`src/rtl/audio_pkg.sv`:
```
`default_nettype none
// ==========================================================================
// audio_pkg : timing constants and slot helpers for the I2S DAC transmitter
// Revision  : 1.0
// ==========================================================================
package audio_pkg;

  localparam int SAMPLE_W   = 16;
  localparam int XCK_DIV    = 4;
  localparam int BCLK_DIV   = 16;
  localparam int SLOT_BITS  = 32;
  localparam int FRAME_BITS = 2 * SLOT_BITS;

  localparam int XCK_W = (XCK_DIV > 2) ? $clog2(XCK_DIV) : 1;
  localparam int PH_W  = $clog2(BCLK_DIV);
  localparam int BIT_W = $clog2(FRAME_BITS);

  // Slot position 0 carries the previous slot's trailing zero (one-BCLK I2S delay).
  function automatic logic is_data_bit(input logic [BIT_W-1:0] idx);
    logic [BIT_W-1:0] pos;
    pos = (idx >= BIT_W'(SLOT_BITS)) ? idx - BIT_W'(SLOT_BITS) : idx;
    return (pos != '0) && (pos <= BIT_W'(SAMPLE_W));
  endfunction

endpackage
`default_nettype wire

```
`src/rtl/audio_i2s_tx_clkgen.sv`:
```
`default_nettype none
// ==========================================================================
// i2s_clkgen : XCK / BCLK / LRCK dividers with bit-fall and frame strobes
// Revision   : 1.0
// ==========================================================================
module i2s_clkgen
  import audio_pkg::*;
(
  input  logic             clk50mhz,
  input  logic             reset,
  output logic             aud_xck_o,
  output logic             aud_bclk_o,
  output logic             aud_lrck_o,
  output logic             bclk_fall_o,
  output logic             frame_start_o,
  output logic [BIT_W-1:0] bit_nxt_o
);

  logic [XCK_W-1:0] xck_q, xck_d;
  logic [PH_W-1:0]  ph_q,  ph_d;
  logic [BIT_W-1:0] bit_q, bit_d;
  logic             xck_out_q, bclk_out_q, lrck_out_q;

  // Strobes are lookahead: they are high in the cycle before BCLK actually falls.
  always_comb begin
    xck_d         = (xck_q == XCK_W'(XCK_DIV - 1)) ? '0 : xck_q + 1'b1;
    bclk_fall_o   = (ph_q == PH_W'(BCLK_DIV - 1));
    ph_d          = bclk_fall_o ? '0 : ph_q + 1'b1;
    bit_d         = bit_q;
    frame_start_o = 1'b0;
    if (bclk_fall_o) begin
      if (bit_q == BIT_W'(FRAME_BITS - 1)) begin
        bit_d         = '0;
        frame_start_o = 1'b1;
      end else begin
        bit_d = bit_q + 1'b1;
      end
    end
  end

  always_ff @(posedge clk50mhz) begin
    if (reset) begin
      xck_q      <= '0;
      ph_q       <= '0;
      bit_q      <= '0;
      xck_out_q  <= 1'b0;
      bclk_out_q <= 1'b0;
      lrck_out_q <= 1'b0;
    end else begin
      xck_q      <= xck_d;
      ph_q       <= ph_d;
      bit_q      <= bit_d;
      xck_out_q  <= (xck_d >= XCK_W'(XCK_DIV / 2));
      bclk_out_q <= (ph_d >= PH_W'(BCLK_DIV / 2));
      lrck_out_q <= (bit_d >= BIT_W'(SLOT_BITS));
    end
  end

  assign aud_xck_o  = xck_out_q;
  assign aud_bclk_o = bclk_out_q;
  assign aud_lrck_o = lrck_out_q;
  assign bit_nxt_o  = bit_d;

endmodule
`default_nettype wire

```
`src/rtl/audio_i2s_tx.sv`:
```
`default_nettype none
// ==========================================================================
// audio_i2s_tx : stereo I2S transmitter for the WM8731 codec (codec is slave)
// Revision     : 1.0
// ==========================================================================
module audio_i2s_tx
  import audio_pkg::*;
(
  input  logic                clk50mhz,
  input  logic                reset,
  input  logic [SAMPLE_W-1:0] sample_l,
  input  logic [SAMPLE_W-1:0] sample_r,
  input  logic                sample_valid,
  output logic                sample_ready,
  output logic                AUD_XCK,
  output logic                AUD_BCLK,
  output logic                AUD_DACLRCK,
  output logic                AUD_DACDAT,
  output logic                frame_strobe,
  output logic                underrun
);

  localparam int FW = 2 * SAMPLE_W;

  logic             bclk_fall;
  logic             frame_start;
  logic [BIT_W-1:0] bit_nxt;

  logic [FW-1:0] hold_q,  hold_d;
  logic [FW-1:0] shift_q, shift_d;
  logic [FW-1:0] last_q,  last_d;
  logic          full_q,  full_d;
  logic          ready_q, ready_d;
  logic          dat_q,   dat_d;
  logic          strb_q,  strb_d;
  logic          undr_q,  undr_d;
  logic          xfer;

  i2s_clkgen u_clkgen (
    .clk50mhz      (clk50mhz),
    .reset         (reset),
    .aud_xck_o     (AUD_XCK),
    .aud_bclk_o    (AUD_BCLK),
    .aud_lrck_o    (AUD_DACLRCK),
    .bclk_fall_o   (bclk_fall),
    .frame_start_o (frame_start),
    .bit_nxt_o     (bit_nxt)
  );

  always_comb begin
    xfer    = sample_valid && ready_q;
    hold_d  = hold_q;
    full_d  = full_q;
    shift_d = shift_q;
    last_d  = last_q;
    dat_d   = dat_q;
    strb_d  = frame_start;
    undr_d  = 1'b0;

    // Shifter holds {left,right}; left drains in the left slot, right in the right slot.
    if (frame_start) begin
      dat_d = 1'b0;
      if (full_q) begin
        shift_d = hold_q;
        last_d  = hold_q;
        full_d  = 1'b0;
      end else begin
        shift_d = last_q;
        undr_d  = 1'b1;
      end
    end else if (bclk_fall) begin
      if (is_data_bit(bit_nxt)) begin
        dat_d   = shift_q[FW-1];
        shift_d = {shift_q[FW-2:0], 1'b0};
      end else begin
        dat_d = 1'b0;
      end
    end

    // A capture coinciding with a load lands after it, so it feeds the next frame.
    if (xfer) begin
      hold_d = {sample_l, sample_r};
      full_d = 1'b1;
    end
    ready_d = !full_d;
  end

  always_ff @(posedge clk50mhz) begin
    if (reset) begin
      hold_q  <= '0;
      shift_q <= '0;
      last_q  <= '0;
      full_q  <= 1'b0;
      ready_q <= 1'b1;
      dat_q   <= 1'b0;
      strb_q  <= 1'b0;
      undr_q  <= 1'b0;
    end else begin
      hold_q  <= hold_d;
      shift_q <= shift_d;
      last_q  <= last_d;
      full_q  <= full_d;
      ready_q <= ready_d;
      dat_q   <= dat_d;
      strb_q  <= strb_d;
      undr_q  <= undr_d;
    end
  end

  assign sample_ready = ready_q;
  assign AUD_DACDAT   = dat_q;
  assign frame_strobe = strb_q;
  assign underrun     = undr_q;

endmodule
`default_nettype wire

```
`config.mk`:
```
export PLATFORM = sky130hd
export DESIGN_NAME = audio_i2s_tx
export DESIGN_NICKNAME = d
export VERILOG_FILES = /design/src/rtl/audio_pkg.sv /design/src/rtl/audio_i2s_tx_clkgen.sv /design/src/rtl/audio_i2s_tx.sv
export SDC_FILE = /design/constraint.sdc
export NUM_CORES = 1
export LEC_CHECK = 0
export CORE_MARGIN = 4
export CORE_UTILIZATION = 60
export DETAILED_ROUTE_END_ITERATION = 10
export DONT_BUFFER_PORTS = 1
export PLACE_DENSITY = 0.88
export SLEW_MARGIN = 20
export SYNTH_ARGS = -nofsm -noshare
export SYNTH_HDL_FRONTEND = slang
export SYNTH_SLANG_ARGS = --single-unit
```
`constraint.sdc`:
```
create_clock -name clk50mhz -period 2.5 [get_ports clk50mhz]
set_input_delay 0.25 -clock clk50mhz [delete_from_list [all_inputs] [get_ports clk50mhz]]
set_output_delay 0.25 -clock clk50mhz [all_outputs]
set_load 0.01 [all_outputs]
```
==> flow_summary.toml, run 1 <==
[power]
total_power_mw = 4.57
cellPowerDensity_mw_per_mm2 = 756
peakVddDrop_v = 0.000488
p_leak_nw = 2.07

[drt]
vias = 4199
wl_met2_mm = 6.40
ant_nets = 0
m1WireLength_mm = 4.95
top_layer = "met4"
drtPass1Iterations = 5
drtIter0Drc = 247
drt_wl_total_mm = 12.3
wl_met3_um = 644
routed_via_density = 5.93
drc_errors = 0
routedWlPerCell_um = 17.4

[clock_network]
cts.sinks = 114
cts_made_buffers = 17
clockBufferDepth = 2
cts_tree = "done"
clk_latency_ns = 0.51
root_buffer = "clkbuf_8"
path_clk_slew_ns = 0.06
htreeDepth = 4

[cells_and_area]
area_growth_pct = 23.1
postLayoutCellArea_mm2 = 0.00604
n_antenna_cell = 0
fill_cells = 475
drive_gt1_share_pct = 16.7
nNetsFinal = 631

[timing]
worst_hold_slack_ns = 0.0652
setup_viol = 0
setup_ws_ns = 0.0944
timing.fmax_ghz = 0.416
drv_slew = 0
worstMarginPinSlew_ns = 0.419
fin_skew_ns = 0.00761
rsz0062_at_grt = "false"
relSlewSlack_pct = 71.9
period_share_pct = 96.2
tns_ns = 0
hold_viol_final = 0
period_minus_slack_ns = 2.41

[min_path]
worstHoldStart = "reset"
holdCritPathClass = "in2reg"
hold_depth = 3

[yosys]
synth_cell_types = 44
syn_area_per_cell_um2 = 8.82
synth_seq_cells = 114
async_flop_share_pct = 0
syn_inst = 556
synth_flop_cell = "dfxtp_1"
seq_area_frac_synth_pct = 46.5
synth_enable_flop_cells = 0
syn-num-nets = 594
netlist_area_mm2 = 0.00490
synth_warnings = 0

[global_route]
grt_max_degree = 85
grt_pass1_wl_mm = 20.7
grt_usage_pct = 26.3
antenna_found_initial = 0
grt_remaining_overflow = 0
grt_pass1_vias = 4361

[floorplanning]
floorplan.die_area_mm2 = 0.00968
die-width_um = 98.4
num_io_pins = 42
initial_core_util_pct = 62.5
rows = 32
coreArea_mm2 = 0.00785
die_h_um = 98.4

[critical_path]
cp_data_arrival_time_ns = 2.79
timing.critical_path.fanout_max = 14
slowest_stage = "or3b_1"
cp-end-kind = "register"
r2r-start = "u_clkgen.bit_q[1]$_SDFF_PP0_"
start_kind = "register"
worstPathCellList = "ha_1 > or3b_1 > a211oi_1 > nor3_1 > o31ai_2 > or2_4 > buf_12 > o2bb2ai_2"
slowest_delay_ns = 0.36
crit_start = "u_clkgen.bit_q[1]$_SDFF_PP0_"
crit_type = "reg2reg"
crit_required_ns = 2.89
rr_worst_depth = 8
r2r_slack_ns = 0.09

[placed_design]
placed_area_mm2 = 0.00506
post-place-ws_ns = -0.177
port_buffers = 0
hpwlAfterDp_mm = 6.95
gp_congestion = 0.978

[run_status]
status = "complete, no violations"

[job]
drv_cap = 0
==> path summary, 6_finish.rpt <==
| check | endpoint |
|---|---|
| max | shift_q[20]$_SDFFE_PP0P_ |
| max reg2reg | shift_q[20]$_SDFFE_PP0P_ |
| min | AUD_DACDAT$_SDFFE_PP0N_ |
| min reg2reg | u_clkgen.xck_q[0]$_SDFF_PP0_ |
==> per-layer routing <==
metal  track usage, %  vias up
met3             5.66       35
met1             30.4     2023
met2             46.2      160
met5                0        -
li1                 -     1981
met4             12.7        0
==> cell usage after synthesis, types with 2 or more instances <==
master     instances  share of area [%]
nor2_1            40                3.1
ha_1               3               0.77
a21oi_1          101                 10
buf_2              3               0.31
or4b_1             2               0.41
nand4_1            3               0.38
xor2_1             3               0.54
nor2b_1            2               0.26
nand2_1          137                 10
buf_6              7                1.6
dfxtp_1          114                 47
clkbuf_1          25                1.9
and2_1             2               0.26
xnor2_1            3               0.54
inv_1              2               0.15
o21ai_0            3               0.31
buf_1              7               0.54
nor3_1             9               0.92
o2bb2ai_2         30                9.2
mux2i_1           32                6.5
and3_1             3               0.38
nand3_1            3               0.31
==> critical path, delay by kind of cell, from the launching register on <==
family	cells	cell delay (ns)
DFF	1	0.34
and+or+nand+nor	3	0.71
buffers and inverters	1	0.16
AOI/OAI and AO/OA	3	0.73
adders and majority gates	1	0.33
==> cells by family (layout without fill, tap and decap cells) <==
logic type | after synthesis | in the layout | synth area share [%]
compound gates | 146 | 146 | 22.6
xor+xnor | 6 | 6 | 1.07
fa+ha+maj | 3 | 3 | 0.765
buf+inv | 44 | 94 | 4.52
flops | 114 | 114 | 46.5
mux | 32 | 32 | 6.53
simple gates | 211 | 211 | 18.0
==> placed cells by master, fill, tap and decap left out, types with 2 or more instances in the layout <==
cell / Yosys / layout
buf_4: 0 / 23
dlygate4sd3_1: 0 / 32
buf_12: 0 / 4
inv_6: 0 / 3
xnor2_1: 3 / 3
nand2_1: 137 / 136
or4b_1: 2 / 2
clkinv_4: 0 / 3
nor3_1: 9 / 8
dfxtp_1: 114 / 113
clkbuf_16: 0 / 16
clkinvlp_4: 0 / 4
o2bb2ai_2: 30 / 30
o21ai_0: 3 / 3
and2_1: 2 / 2
bufinv_16: 0 / 3
and3_1: 3 / 3
xor2_1: 3 / 3
mux2i_1: 32 / 32
nand3_1: 3 / 2
a21oi_1: 101 / 101
nand4_1: 3 / 3
nor2b_1: 2 / 2
ha_1: 3 / 3
clkbuf_8: 0 / 2
inv_1: 2 / 2
nor2_1: 40 / 40
nand3_2: 1 / 2
==> metrics by stage <==
step / util [%] / cells
after floorplan: - / 556
after global placement: 64.5 / 641
after detailed placement: 64.5 / 641
after CTS: 76.8 / 708
after global routing: 76.9 / 708
final: 76.9 / 708
==> layout make-up <==
| class | instances | area (um2) | share of cell area, % |
|---|---|---|---|
| Multi-Input combinational cell | 398 | 2410 | 40.0 |
| Clock inverter | 14 | 178 | 2.94 |
| Sequential cell | 114 | 2280 | 37.8 |
| Clock buffer | 18 | 428 | 7.09 |
| Inverter | 2 | 7.51 | 0.124 |
| Tap cell | 102 | 128 | 2.11 |
| Timing Repair Buffer | 60 | 601 | 9.95 |
==> power by group <==
group          switching (mW)  internal [mW]
Clock                   0.881           1.55
Sequential             0.0447           1.86
Combinational           0.120          0.106
Total                    1.05           3.52
==> flip-flops by register name, indices dropped and copies added (netlist names) <==
register / flops
u_clkgen.xck_q: 2
last_q: 32
shift_q: 32
AUD_DACDAT: 1
frame_strobe: 1
u_clkgen.aud_lrck_o: 1
u_clkgen.ph_q: 4
sample_ready: 1
u_clkgen.bit_q: 6
full_q: 1
hold_q: 32
underrun: 1
==> what timing repair did <==
| item | 4_1_cts | 5_1_grt |
|---|---|---|
| gates resized for setup | 0 | 2 |
| endpoints found under the hold margin | 84 | 0 |
| hold buffers | 33 | 0 |
| endpoints found under the setup margin | 17 | 2 |
| setup buffers | 2 | 0 |
| pin swaps | 1 | 0 |
No activity file was read; power rests on OpenSTA's default activity.
==> run 2, diff against run 1 <==
- SYNTH_HIERARCHICAL: default -> 1
==> run 2 against run 1 <==
  * Power fell by 2.7%
  * Global-route usage fell by 2.6 points
  * Clock skew barely moved
  * Non-clock buffer count fell by 9
==> flow_summary.toml, run 2 <==
[cells_and_area]
n_antenna_cell = 0
area_growth_pct = 22.1
fin_util_pct = 75.2
largest_registers = "hold_q (32), last_q (32), shift_q (32)"
drive_gt1_share_pct = 12.0
final_common_cell = "nand2_1"
postLayoutCellArea_mm2 = 0.00581
final_cell_mix = "nand2_1, a21oi_1, dfxtp_1, a21o_1, dlygate4sd3_1"
nNetsFinal = 641

[critical_path]
crit_start = "u_clkgen/ph_q[0]$_SDFF_PP0_"
crit_required_ns = 2.90
r2r_end = "shift_q[18]$_SDFFE_PP0P_"
crit_family = "multiplexers"
cp_num_buf_inv = 2
cp-end-kind = "register"
cp_data_arrival_time_ns = 2.78
timing.critical_path.fanout_max = 8
worstPathCellList = "ha_4 > nand3_4 > inv_1 > mux2_2 > nor4_4 > buf_6 > mux2_2 > a21oi_1 > a21oi_1"
rr_worst_depth = 9
slowest_delay_ns = 0.45
crit_end = "shift_q[18]$_SDFFE_PP0P_"
path_depth = 9
r2r-start = "u_clkgen/ph_q[0]$_SDFF_PP0_"
crit_type = "reg2reg"
slowest_stage = "mux2_2"
r2r_slack_ns = 0.12
start_kind = "register"

[power]
p_leak_nw = 2.20
total_power_mw = 4.44
peakVddDrop_v = 0.000501
cellPowerDensity_mw_per_mm2 = 765

[timing]
period_share_pct = 95.1
drv_slew = 0
fin_skew_ns = 0.00793
setup_viol = 0
rsz0062_at_grt = "false"
period_minus_slack_ns = 2.38
timing.fmax_ghz = 0.421
hold_viol_final = 0
setup_ws_ns = 0.122
relSlewSlack_pct = 54.6
worstMarginPinSlew_ns = 0.682
worst_hold_slack_ns = 0.151

[global_route]
grt_pass1_wl_mm = 18.5
grt_pass1_vias = 3948
grt_max_degree = 115
grt_usage_pct = 23.8
grt_remaining_overflow = 0
antenna_found_initial = 0

[placed_design]
post-place-ws_ns = -0.0333
hpwlAfterDp_mm = 6.07
gp_congestion = 0.814
placed_area_mm2 = 0.00480
port_buffers = 0

[floorplanning]
rows = 32
initial_core_util_pct = 61.6
coreArea_mm2 = 0.00773
die_h_um = 97.1
die-width_um = 97.1
num_io_pins = 42
floorplan.die_area_mm2 = 0.00942

[clock_network]
root_buffer = "clkbuf_8"
cts_tree = "done"
cts.sinks = 115
cts_made_buffers = 17
htreeDepth = 4
clk_latency_ns = 0.52
path_clk_slew_ns = 0.05
clockBufferDepth = 2

[min_path]
holdCritPathClass = "in2reg"

[yosys]
synth_warnings = 6
syn_area_per_cell_um2 = 8.31
netlist_area_mm2 = 0.00476
syn_inst = 573
syn-num-nets = 611

[drt]
drc_errors = 0
routedWlPerCell_um = 16.3
ant_nets = 0
routed_via_density = 5.91
vias = 4241
drtIter0Drc = 402
drt_wl_total_mm = 11.7
drtPass1Iterations = 5

[run_status]
status = "complete, no violations"

[job]
drv_cap = 0
run 2: changes by cell type in the layout (fill, tap and decap cells not counted), sizes merged, moves of 6 or more:
cell     before  now
nor2b         2    8
nor2         40    1
nand2       137  168
buf          28   19
a21o          1   32
mux2          0    6
o2bb2ai      30    0
a21oi       101  135
run 2: report_power, final:
group	internal, mW	total (mW)	switching (mW)
clock network	1.43	2.25	0.821
registers	1.88	1.93	0.0530
logic	0.127	0.256	0.129
total	3.44	4.44	1.00
run 2: area by class of cell:
| type | count | area, um2 |
|---|---|---|
| clock buffer | 22 | 443 |
| clock inverter | 10 | 109 |
| fill | 463 | 1920 |
| inverter | 3 | 11.3 |
| multi-input combinational | 415 | 2320 |
| sequential | 115 | 2310 |
| tap | 102 | 128 |
| timing repair buffer | 51 | 495 |
run 2: worst min-delay path by stage:
stage,from,end,depth (start not counted)
after floorplan,reset,u_clkgen/bit_q[1]$_SDFF_PP0_,1
after global placement,reset,u_clkgen/ph_q[3]$_SDFF_PP0_,1
after detailed placement,reset,u_clkgen/aud_bclk_o$_SDFF_PP0_,1
after CTS,reset,u_clkgen/ph_q[2]$_SDFF_PP0_,2
after global routing,reset,u_clkgen/ph_q[3]$_SDFF_PP0_,2
final,reset,u_clkgen/xck_q[1]$_SDFF_PP0_,2
run 2: routing by layer:
layer / GRT usage (%) / share of wire [%]
met5: 0 / 0
met4: 8.96 / 2.2
met3: 5.89 / 6.4
met2: 39.5 / 50
met1: 29.9 / 41
run 2: what timing repair did:
item	CTS	global route
gates cloned	1	3
gates resized for setup	3	16
pin swaps	1	1
endpoints found under the hold margin	115	0
setup endpoints to repair	13	33
buffers inserted	1	0
hold buffers	33	0
run 2: through the flow:
stage | std cells | setup TNS, ns
2_1_floorplan | 573 | 0
3_3_place_gp | 648 | 0
3_5_place_dp | 648 | -0.0678
4_1_cts | 715 | 0
5_1_grt | 718 | 0
6_report | 718 | 0
